===== src/rtl/alu_pkg.sv =====
// alu_pkg: shared constants and types for the ALU command issuer.
//   OP_*     : 2-bit ALU opcodes.
//   ALU_WIDTH: default operand/result width.
//   state_t  : issuer FSM states.
package alu_pkg;

    localparam int ALU_WIDTH = 4;

    localparam logic [1:0] OP_OFF   = 2'd0;
    localparam logic [1:0] OP_ADD   = 2'd1;
    localparam logic [1:0] OP_SUB   = 2'd2;
    localparam logic [1:0] OP_NO_OP = 2'd3;

    typedef enum logic [1:0] {
        ST_IDLE  = 2'd0,
        ST_ISSUE = 2'd1,
        ST_WAIT  = 2'd2,
        ST_RESP  = 2'd3
    } state_t;

endpackage


===== src/rtl/cmd_fifo.sv =====
// cmd_fifo: synchronous FIFO holding packed {a, b, op} commands.
//   clk, rst   : clock, synchronous active-low reset
//   push, data : write request and entry (caller guarantees not full)
//   pop        : read request (caller guarantees not empty)
//   head       : entry at the read pointer (combinational)
//   count      : registered occupancy
module cmd_fifo #(
    parameter int W     = 10,
    parameter int DEPTH = 4,
    parameter int CW    = $clog2(DEPTH) + 1
) (
    input  logic          clk,
    input  logic          rst,
    input  logic          push,
    input  logic [W-1:0]  data,
    input  logic          pop,
    output logic [W-1:0]  head,
    output logic [CW-1:0] count
);

    localparam int AW = $clog2(DEPTH);

    logic [W-1:0]  mem [DEPTH];
    logic [AW-1:0] wr_ptr;
    logic [AW-1:0] rd_ptr;

    // Storage needs no reset; only pointers and count define validity.
    always_ff @(posedge clk) begin
        if (push) mem[wr_ptr] <= data;
    end

    // DEPTH is a power of two, so the pointers wrap on natural overflow.
    always_ff @(posedge clk) begin
        if (!rst) begin
            wr_ptr <= '0;
            rd_ptr <= '0;
            count  <= '0;
        end else begin
            if (push) wr_ptr <= wr_ptr + 1'b1;
            if (pop)  rd_ptr <= rd_ptr + 1'b1;
            count <= count + CW'(push) - CW'(pop);
        end
    end

    assign head = mem[rd_ptr];

endmodule


===== src/rtl/alu_cmd_issuer.sv =====
// alu_cmd_issuer: buffers ALU commands and issues them one at a time to an
// external 4-bit ALU, returning each result with a sequence tag.
//   clk, rst                       : clock, synchronous active-low reset
//   cmd_valid/ready, cmd_a/b/op    : command input handshake
//   alu_a/b/op                     : registered drive to the ALU
//   alu_out, alu_flag              : ALU result inputs
//   rsp_valid/ready, rsp_out/flag/tag : response output handshake
//   busy                           : FSM not idle
//   fifo_count                     : queued command count
// The ALU's own active-high reset is expected to be driven from ~rst.
module alu_cmd_issuer
    import alu_pkg::*;
#(
    parameter int WIDTH      = ALU_WIDTH,
    parameter int DEPTH      = 4,
    parameter int RESULT_LAT = 1,
    parameter int TAG_W      = 4,
    parameter int CW         = $clog2(DEPTH) + 1
) (
    input  logic             clk,
    input  logic             rst,
    input  logic             cmd_valid,
    output logic             cmd_ready,
    input  logic [WIDTH-1:0] cmd_a,
    input  logic [WIDTH-1:0] cmd_b,
    input  logic [1:0]       cmd_op,
    output logic [WIDTH-1:0] alu_a,
    output logic [WIDTH-1:0] alu_b,
    output logic [1:0]       alu_op,
    input  logic [WIDTH-1:0] alu_out,
    input  logic             alu_flag,
    output logic             rsp_valid,
    input  logic             rsp_ready,
    output logic [WIDTH-1:0] rsp_out,
    output logic             rsp_flag,
    output logic [TAG_W-1:0] rsp_tag,
    output logic             busy,
    output logic [CW-1:0]    fifo_count
);

    localparam int EW = 2 * WIDTH + 2;
    localparam int LW = (RESULT_LAT > 1) ? $clog2(RESULT_LAT) : 1;

    state_t           state;
    logic [LW-1:0]    wait_cnt;
    logic [TAG_W-1:0] tag_cnt;
    logic             push;
    logic             pop;
    logic [EW-1:0]    head;

    // Readiness comes from the registered count only, so a pop in the same
    // cycle never opens room for a push.
    assign cmd_ready = rst && (fifo_count < CW'(DEPTH));
    assign push      = cmd_valid && cmd_ready;

    // Dequeue when idle, or when the pending response is consumed so the
    // next command skips the IDLE cycle.
    assign pop = (fifo_count != '0) &&
                 ((state == ST_IDLE) || (state == ST_RESP && rsp_ready));

    assign busy = (state != ST_IDLE);

    cmd_fifo #(.W(EW), .DEPTH(DEPTH), .CW(CW)) u_fifo (
        .clk   (clk),
        .rst   (rst),
        .push  (push),
        .data  ({cmd_a, cmd_b, cmd_op}),
        .pop   (pop),
        .head  (head),
        .count (fifo_count)
    );

    always_ff @(posedge clk) begin
        if (!rst) begin
            state     <= ST_IDLE;
            wait_cnt  <= '0;
            tag_cnt   <= '0;
            alu_a     <= '0;
            alu_b     <= '0;
            alu_op    <= OP_OFF;   // clears the ALU output
            rsp_valid <= 1'b0;
            rsp_out   <= '0;
            rsp_flag  <= 1'b0;
            rsp_tag   <= '0;
        end else begin
            case (state)
                ST_IDLE: begin
                    alu_op <= OP_NO_OP;
                    if (pop) begin
                        {alu_a, alu_b, alu_op} <= head;
                        state <= ST_ISSUE;
                    end
                end
                ST_ISSUE: begin
                    // ALU samples the command at this edge; NO_OP afterwards
                    // keeps its result stable until captured.
                    alu_op   <= OP_NO_OP;
                    wait_cnt <= LW'(RESULT_LAT - 1);
                    state    <= ST_WAIT;
                end
                ST_WAIT: begin
                    if (wait_cnt == '0) begin
                        rsp_out   <= alu_out;
                        rsp_flag  <= alu_flag;
                        rsp_tag   <= tag_cnt;
                        tag_cnt   <= tag_cnt + 1'b1;
                        rsp_valid <= 1'b1;
                        state     <= ST_RESP;
                    end else begin
                        wait_cnt <= wait_cnt - 1'b1;
                    end
                end
                ST_RESP: begin
                    if (rsp_ready) begin
                        rsp_valid <= 1'b0;
                        if (pop) begin
                            {alu_a, alu_b, alu_op} <= head;
                            state <= ST_ISSUE;
                        end else begin
                            state <= ST_IDLE;
                        end
                    end
                end
                default: state <= ST_IDLE;
            endcase
        end
    end

endmodule

===== config.mk =====
export PLATFORM = sky130hd
export DESIGN_NAME = alu_cmd_issuer
export DESIGN_NICKNAME = d
export VERILOG_FILES = /design/src/rtl/alu_pkg.sv /design/src/rtl/cmd_fifo.sv /design/src/rtl/alu_cmd_issuer.sv
export SDC_FILE = /design/constraint.sdc
export NUM_CORES = 1
export LEC_CHECK = 0
export ABC_AREA = 1
export CAP_MARGIN = 20
export CORE_UTILIZATION = 35
export CTS_CLUSTER_DIAMETER = 60
export DETAILED_ROUTE_END_ITERATION = 10
export GPL_ROUTABILITY_DRIVEN = 0
export PLACE_DENSITY = 0.51
export SLEW_MARGIN = 20
export SYNTH_ARGS = -nofsm -noshare
export SYNTH_HDL_FRONTEND = slang
export SYNTH_SLANG_ARGS = --single-unit

===== constraint.sdc =====
create_clock -name clk -period 4.8 [get_ports clk]
set_input_delay 0.96 -clock clk [delete_from_list [all_inputs] [get_ports clk]]
set_output_delay 0.96 -clock clk [all_outputs]
set_load 0.1 [all_outputs]

### After elaboration in Yosys (flattened, before gate mapping)

Memories as Yosys holds them, arrays and structs flattened. A register that Yosys moved wholly into a read port is not among the register bits.
Index checks and enable logic that the tools add are counted.

* bits in registers: 34
* bits in writable memories: 40
* word-level logic and storage cells: 70
* memories kept: 1

Memories
* u_fifo.mem: depth 4, width 10, read ports 1, clocked after memory_dff 1, write ports 1, line cmd_fifo.sv:23 `logic [W-1:0] mem [DEPTH];`

* $add $sub $neg: 6
* $lt $le $gt $ge: 1
* equal/unequal tests: 7
* muxes and demuxes: 24
* bitwise logic cells: 1
* reduce and logical (&&, ||, !) cells: 17

Operators by type and width (number)
* $mux 2: 8
* $mux 4: 4
* $pmux 4 s2: 2
* $reduce_and 3->1: 3
* $pmux 2 s4: 1
* $reduce_bool 2->1: 4
* $mux 1: 6
* $pmux 2 s3: 1
* $reduce_bool 3->1: 2
* $add 2x1->2 const B: 2
* $add 4x1->4 const B: 1
* $eq 2x2->1 const B: 2
* $logic_and 1x1->1: 4
* $ne 2x1->1 const B: 2
* $ne 2x2->1 const B: 2
* $pmux 1 s2: 2
* $reduce_and 2->1: 2
* $add 3x1->3: 1
* $lt 3x3->1 const B: 1
* $sub 3x1->3: 1
* $eq 2x1->1 const B: 1
* $logic_not 2->1: 1
* $logic_or 1x1->1: 1
* $not 1->1: 1
* $sub 1x1->1 const B: 1

### Longest topological paths before layout

Gate-level depths: netlist of run 1.

* depth after elaboration: 7
* mapped depth: 12
* gate-level depth less buffers: 12

### Hierarchy

Synthesis of run 1 repeated with hierarchy kept, for this count alone.

* cells, all modules: 311
* area, all modules: 3046.7 um^2

By module, submodules not included
* cmd_fifo: instances 1, cells an instance 161, area an instance 1940.6 um^2, sequential area each 1381.3 um^2
* alu_cmd_issuer: instances 1, cells an instance 150, area an instance 1106.1 um^2, sequential area each 520.5 um^2

### Least setup slack after synthesis of run 1

OpenSTA, ideal clock, no wires.

* kind: input-to-reg
* from: input port rst
* to: memory u_fifo.mem[0][0], enable pin
* setup time: 377 ps
* arrival: 3322 ps
* data required time: 4423 ps
* path slack: 1102 ps
* stages: 4
* buffers on the path: 0
* cell sequence: inv_1 -> nor2_1 -> nand2_1 -> nor2_1

* longest elaborated chain between the ends: 4

Ends and longest elaborated chain
* from (decl): line alu_cmd_issuer.sv:21 `input logic rst,`
* $logic_and 1x1->1: line alu_cmd_issuer.sv:53 `assign cmd_ready = rst && (fifo_count < CW'(DEPTH));`
* named net cmd_ready: line alu_cmd_issuer.sv:23 `output logic cmd_ready,`
* $logic_and 1x1->1: line alu_cmd_issuer.sv:54 `assign push = cmd_valid && cmd_ready;`
* $mux 1: line cmd_fifo.sv:29 `if (push) mem[wr_ptr] <= data;`
* $mux 1 (not written as such): line cmd_fifo.sv:29
* to (decl): line cmd_fifo.sv:23

The timed path passes the listed nets, and every way through them passes these cells.

### Worst setup path after layout of run 1

* from: input port rst
* to: output port cmd_ready

* longest elaborated chain between the ends: 1

Ends and longest elaborated chain (line)
* $logic_and 1x1->1: alu_cmd_issuer.sv:53
* to (decl): alu_cmd_issuer.sv:23

Every way passes these cells.

==> out/qor.yml, run 1 <==
setup_viol: 0
reg2reg_from: "state[0]"
final_area_um2: 3760
fill_cells: 805
dpl_cell_area_um2: 3540
num_vias: 2086
rows: 33
ctsResizeCount: 0
cts_buffer_depth: 2
yosysSeqAreaShare_pct: 63.0
critPathCapture: "cmd_ready"
powerDensity_nw_per_um2: 664
crit_path_start: "rst"
dp.cells: 439
grt_pass1_wl_mm: 9.63
worst_slew_pin_slew_ps: 983
clk_latency_ps: 340
tns_ps: 0
whs_path_depth: 1
ios: 44
max_freq_ghz: 0.306
drcViolationCount: 0
drive_above_1_share_pct: 7.14
nets: 377
worstSetupPathType: "in2out"
startpoint_type: "input pin"
syn_avg_cell_area_um2: 10.1
use_met1_pct: 20.2
netlist_instances: 299
fin_cells: 455
ir_drop_v: 0.000174
grt_overflow_total: 0
power.leakage_nw: 1.47
drt_pass1_iterations: 4
design.core.area_um2: 8300
area_growth_pct: 24.5
synth_cell_types: 26
final_common_cell: "nor2_1"
cts-buffers-inserted: 9
die_w_um: 94.9
fp.dieH_um: 94.9
utilization_pct: 45.3
cts.clk_slew.worst_paths_ps: 80
start_util_pct: 36.4
max_cap_viol_count: 0
critPathCaptureType: "output pin"
most-common-layout-cells: "nor2_1, clkdlybuf4s50_1, edfxtp_1"
grt_pass1_vias: 1932
synth_fp_nets: 331
drtIter0Drc: 72
period_share_pct: 68.1
skew_ps: 6.82
reg2reg_to: "u_fifo.count[2]"
n_antenna_cell: 0
holdCritPathClass: "reg2reg"
grtUsageMet2_pct: 21.2
whs_ps: 441
crit_required_ps: 3840
cts-htree-levels: 3
syn_area_um2: 3020
via_per_inst: 4.58
final.setup.worst_slack_ps: 1530
port_buffers: 43
gr-max-usage-layer: "met2"
grt_start_max_net_pins: 31
ys_warn_count: 0
r2r_cells: 12
fin_crit_ps: 3270
wl_per_cell_um: 12.8
power_mw: 2.50
wl_mm: 5.83
clock_sinks: 75
grt_use_met3_pct: 4.83
crit_path_max_fanout: 30
slew_headroom_pct: 34.3
status: "finished clean"
finalHoldViolCount: 0
die_area_um2: 9010
cts_tree: "done"
antenna_left: 0
reg2reg_slack_ps: 2390
cts_setup_buffers: 0
arrival_ps: 2310
synth_seq_cells: 75
cts_root_buf: "clkbuf_8"
place_ws_ps: 1400
rsz0062_at_grt: "false"
timing.final.max_slew_violations: 0
track_usage_pct: 14.4
antenna_found_initial: 0
post-dp-hpwl_mm: 4.17
hold_buffers: 0
[metal layers]
layer / share of wire (%) / vias up / routed length (um)
met5: 0 / - / 0
met4: 0.65 / 0 / 38
li1: - / 1093 / -
met2: 43 / 42 / 2520
met3: 5.0 / 2 / 291
met1: 51 / 949 / 2980
[kinds of logic after synthesis]
logic type,count (synthesis),synth area share [%]
and+or+nand+nor,102,13.5
DFF,75,63.0
AOI/OAI and AO/OA,67,11.8
adders and majority gates,13,5.63
buffers and inverters,41,5.80
xor gates and xnor gates,1,0.290
[registers in the layout (all words and copies together) (netlist names), named ones only]
register / count
rsp_valid: 1
state: 2
rsp_out: 4
rsp_tag: 4
rsp_flag: 1
tag_cnt: 4
alu_b: 4
u_fifo.count: 3
alu_op: 2
u_fifo.mem: 40
alu_a: 4
u_fifo.wr_ptr: 2
u_fifo.rd_ptr: 2
[power by group]
group | total [mW] | switching [mW] | internal, mW | leakage (nW)
Sequential | 0.857 | 0.0784 | 0.779 | 0.651
Clock | 0.533 | 0.236 | 0.297 | 0.114
Combinational | 1.11 | 0.823 | 0.283 | 0.710
[worst min path at each step]
stage	to	from	slack (ps)
finish	u_fifo.rd_ptr[1]	u_fifo.rd_ptr[1]	440
global route	tag_cnt[3]	tag_cnt[3]	490
CTS	register	u_fifo.rd_ptr[1]	440
detailed placement	register	u_fifo.rd_ptr[1]	430
global placement	u_fifo.rd_ptr[1]	u_fifo.rd_ptr[1]	430
floorplan	register	u_fifo.rd_ptr[1]	410
[worst max-delay path: stages]
cell and delay, ps:
clkdlybuf4s50_1 460, buf_4 280, inv_1 160, nor2_1 150, buf_4 310
[synth_stat cells, drive strengths merged]
cell type / instances / area, um^2
a21oi: 16 / 80.1
buf: 5 / 32.5
clkbuf: 4 / 17.5
clkinv: 2 / 12.5
dfxtp: 35 / 701
edfxtp: 40 / 1200
fa: 1 / 20.0
ha: 12 / 150
inv: 30 / 113
nand2: 35 / 141
nand3: 4 / 25.0
nand4: 1 / 6.26
nor2: 60 / 225
nor3: 1 / 5.00
o211ai: 3 / 22.5
o21ai: 39 / 195
o21bai: 1 / 7.51
o22ai: 8 / 50.1
or2: 1 / 6.26
xor2: 1 / 8.76
[area by class of cell]
type / instances / area, um^2 / area share [%]
Sequential cell: 75 / 1900 / 50.6
Multi-Input combinational cell: 183 / 943 / 25.1
Timing Repair Buffer: 44 / 435 / 11.6
Tap cell: 105 / 131 / 3.49
Inverter: 32 / 125 / 3.33
Clock buffer: 9 / 124 / 3.29
Clock inverter: 7 / 100 / 2.66
No activity file was read; power rests on OpenSTA's default activity.
==> inputs of run 2 (changes only) <==
clock period = 3.1 ns   (was 4.8 ns; I/O delays follow)
==> out/qor.yml, run 2 (synthesis gave the netlist of run 1 again) <==
wl_per_cell_um: 13.1
fp.dieH_um: 94.9
slew_headroom_pct: 57.4
max_cap_viol_count: 0
crit_path_top_delay_cell: "dfxtp_1"
fin_cells: 460
reg2reg_slack_ps: 680
n_antenna_cell: 0
most-common-layout-cells: "nor2_1, edfxtp_1, o21ai_0"
antenna_found_initial: 0
whs_ps: 443
track_usage_pct: 14.9
drive_above_1_share_pct: 14.9
crit_path_start: "state[0]"
top_register: "u_fifo.mem"
arrival_ps: 2700
rows: 33
startpoint_type: "register"
nets: 382
ctsResizeCount: 0
drtIter0Drc: 49
ir_drop_v: 0.000271
start_util_pct: 36.4
worstSetupPathType: "reg2reg"
cts_setup_buffers: 0
largest_reg_flops: 40
antenna_left: 0
die_w_um: 94.9
max_stage_delay_ps: 400
holdCritPathClass: "reg2reg"
worst_path_most_repeated_cell: "inv_1"
die_area_um2: 9010
via_per_inst: 4.56
clk_latency_ps: 340
num_vias: 2099
period_share_pct: 78.1
cts.clk_slew.worst_paths_ps: 80
grt_start_max_net_pins: 30
final_common_cell: "nor2_1"
dp.cells: 444
cp_cell_sequence: "inv_1 > ha_1 > inv_1 > nand2_1 > nand2_2 > inv_1 > ha_1 > inv_1 > ha_1 > fa_1 > or2_2 > a21oi_1"
powerDensity_nw_per_um2: 998
setup_viol: 0
worst-path-stages: 12
timing.final.max_slew_violations: 0
fill_cells: 832
cts-htree-levels: 3
wl_mm: 6.03
reg2reg_to: "u_fifo.count[2]"
port_buffers: 43
finalHoldViolCount: 0
crit_path_max_fanout: 5
skew_ps: 8.06
power.leakage_nw: 1.51
tns_ps: 0
utilization_pct: 44.6
drt_pass1_iterations: 4
max_freq_ghz: 0.413
critPathCapture: "u_fifo.count[2]"
drcViolationCount: 0
rsz0062_at_grt: "false"
grt_overflow_total: 0
power_mw: 3.69
status: "finished clean"
r2r_cells: 12
fin_crit_ps: 2420
post-dp-hpwl_mm: 4.10
design.core.area_um2: 8300
cts_buffer_depth: 2
cts_root_buf: "clkbuf_8"
crit_family: "adder cells"
clock_sinks: 75
grt_pass1_vias: 1997
hold_buffers: 0
crit_required_ps: 3380
ios: 44
worst_slew_pin_slew_ps: 638
path_buf_inv: 4
cts_tree: "done"
cts-buffers-inserted: 9
area_growth_pct: 22.5
critPathCaptureType: "register"
grt_pass1_wl_mm: 9.81
reg2reg_from: "state[0]"
run 2: through the flow:
stage / setup slack [ps] / area [um^2]
floorplan: 179 / 3020
finish: 679 / 3700
detailed placement: 360 / 3530
global placement: 401 / 3530
CTS: 662 / 3700
global route: 453 / 3700
run 2: worst min path at each step:
stage	from	end	cells after the start
floorplan	u_fifo.rd_ptr[1]	register	1
global placement	tag_cnt[3]	tag_cnt[3]	1
detailed placement	u_fifo.rd_ptr[1]	u_fifo.rd_ptr[1]	1
CTS	u_fifo.rd_ptr[1]	u_fifo.rd_ptr[1]	1
global route	u_fifo.rd_ptr[1]	u_fifo.rd_ptr[1]	1
finish	u_fifo.rd_ptr[1]	u_fifo.rd_ptr[1]	1
run 2: where the power goes:
group,internal (mW),switching (mW),leakage (nW)
logic,0.424,1.32,0.781
clock network,0.290,0.359,0.0765
registers,1.21,0.0942,0.651
total,1.92,1.77,1.51
run 2: cell type report:
type / count / area (um^2) / share of cell area [%]
clock inverter: 6 / 41.3 / 1.12
inverter: 32 / 125 / 3.38
tap: 105 / 131 / 3.55
sequential: 75 / 1900 / 51.4
clock buffer: 10 / 128 / 3.45
timing repair buffer: 49 / 425 / 11.5
multi-input combinational: 183 / 946 / 25.6
run 2: routing by layer:
metal | share of wire (%) | global-route usage, % | vias up
li1 | - | - | 1094
met1 | 48 | 18.9 | 953
met2 | 45 | 23.5 | 44
met3 | 4.4 | 4.35 | 8
met4 | 1.8 | 6.82 | 0
met5 | 0 | 0 | -
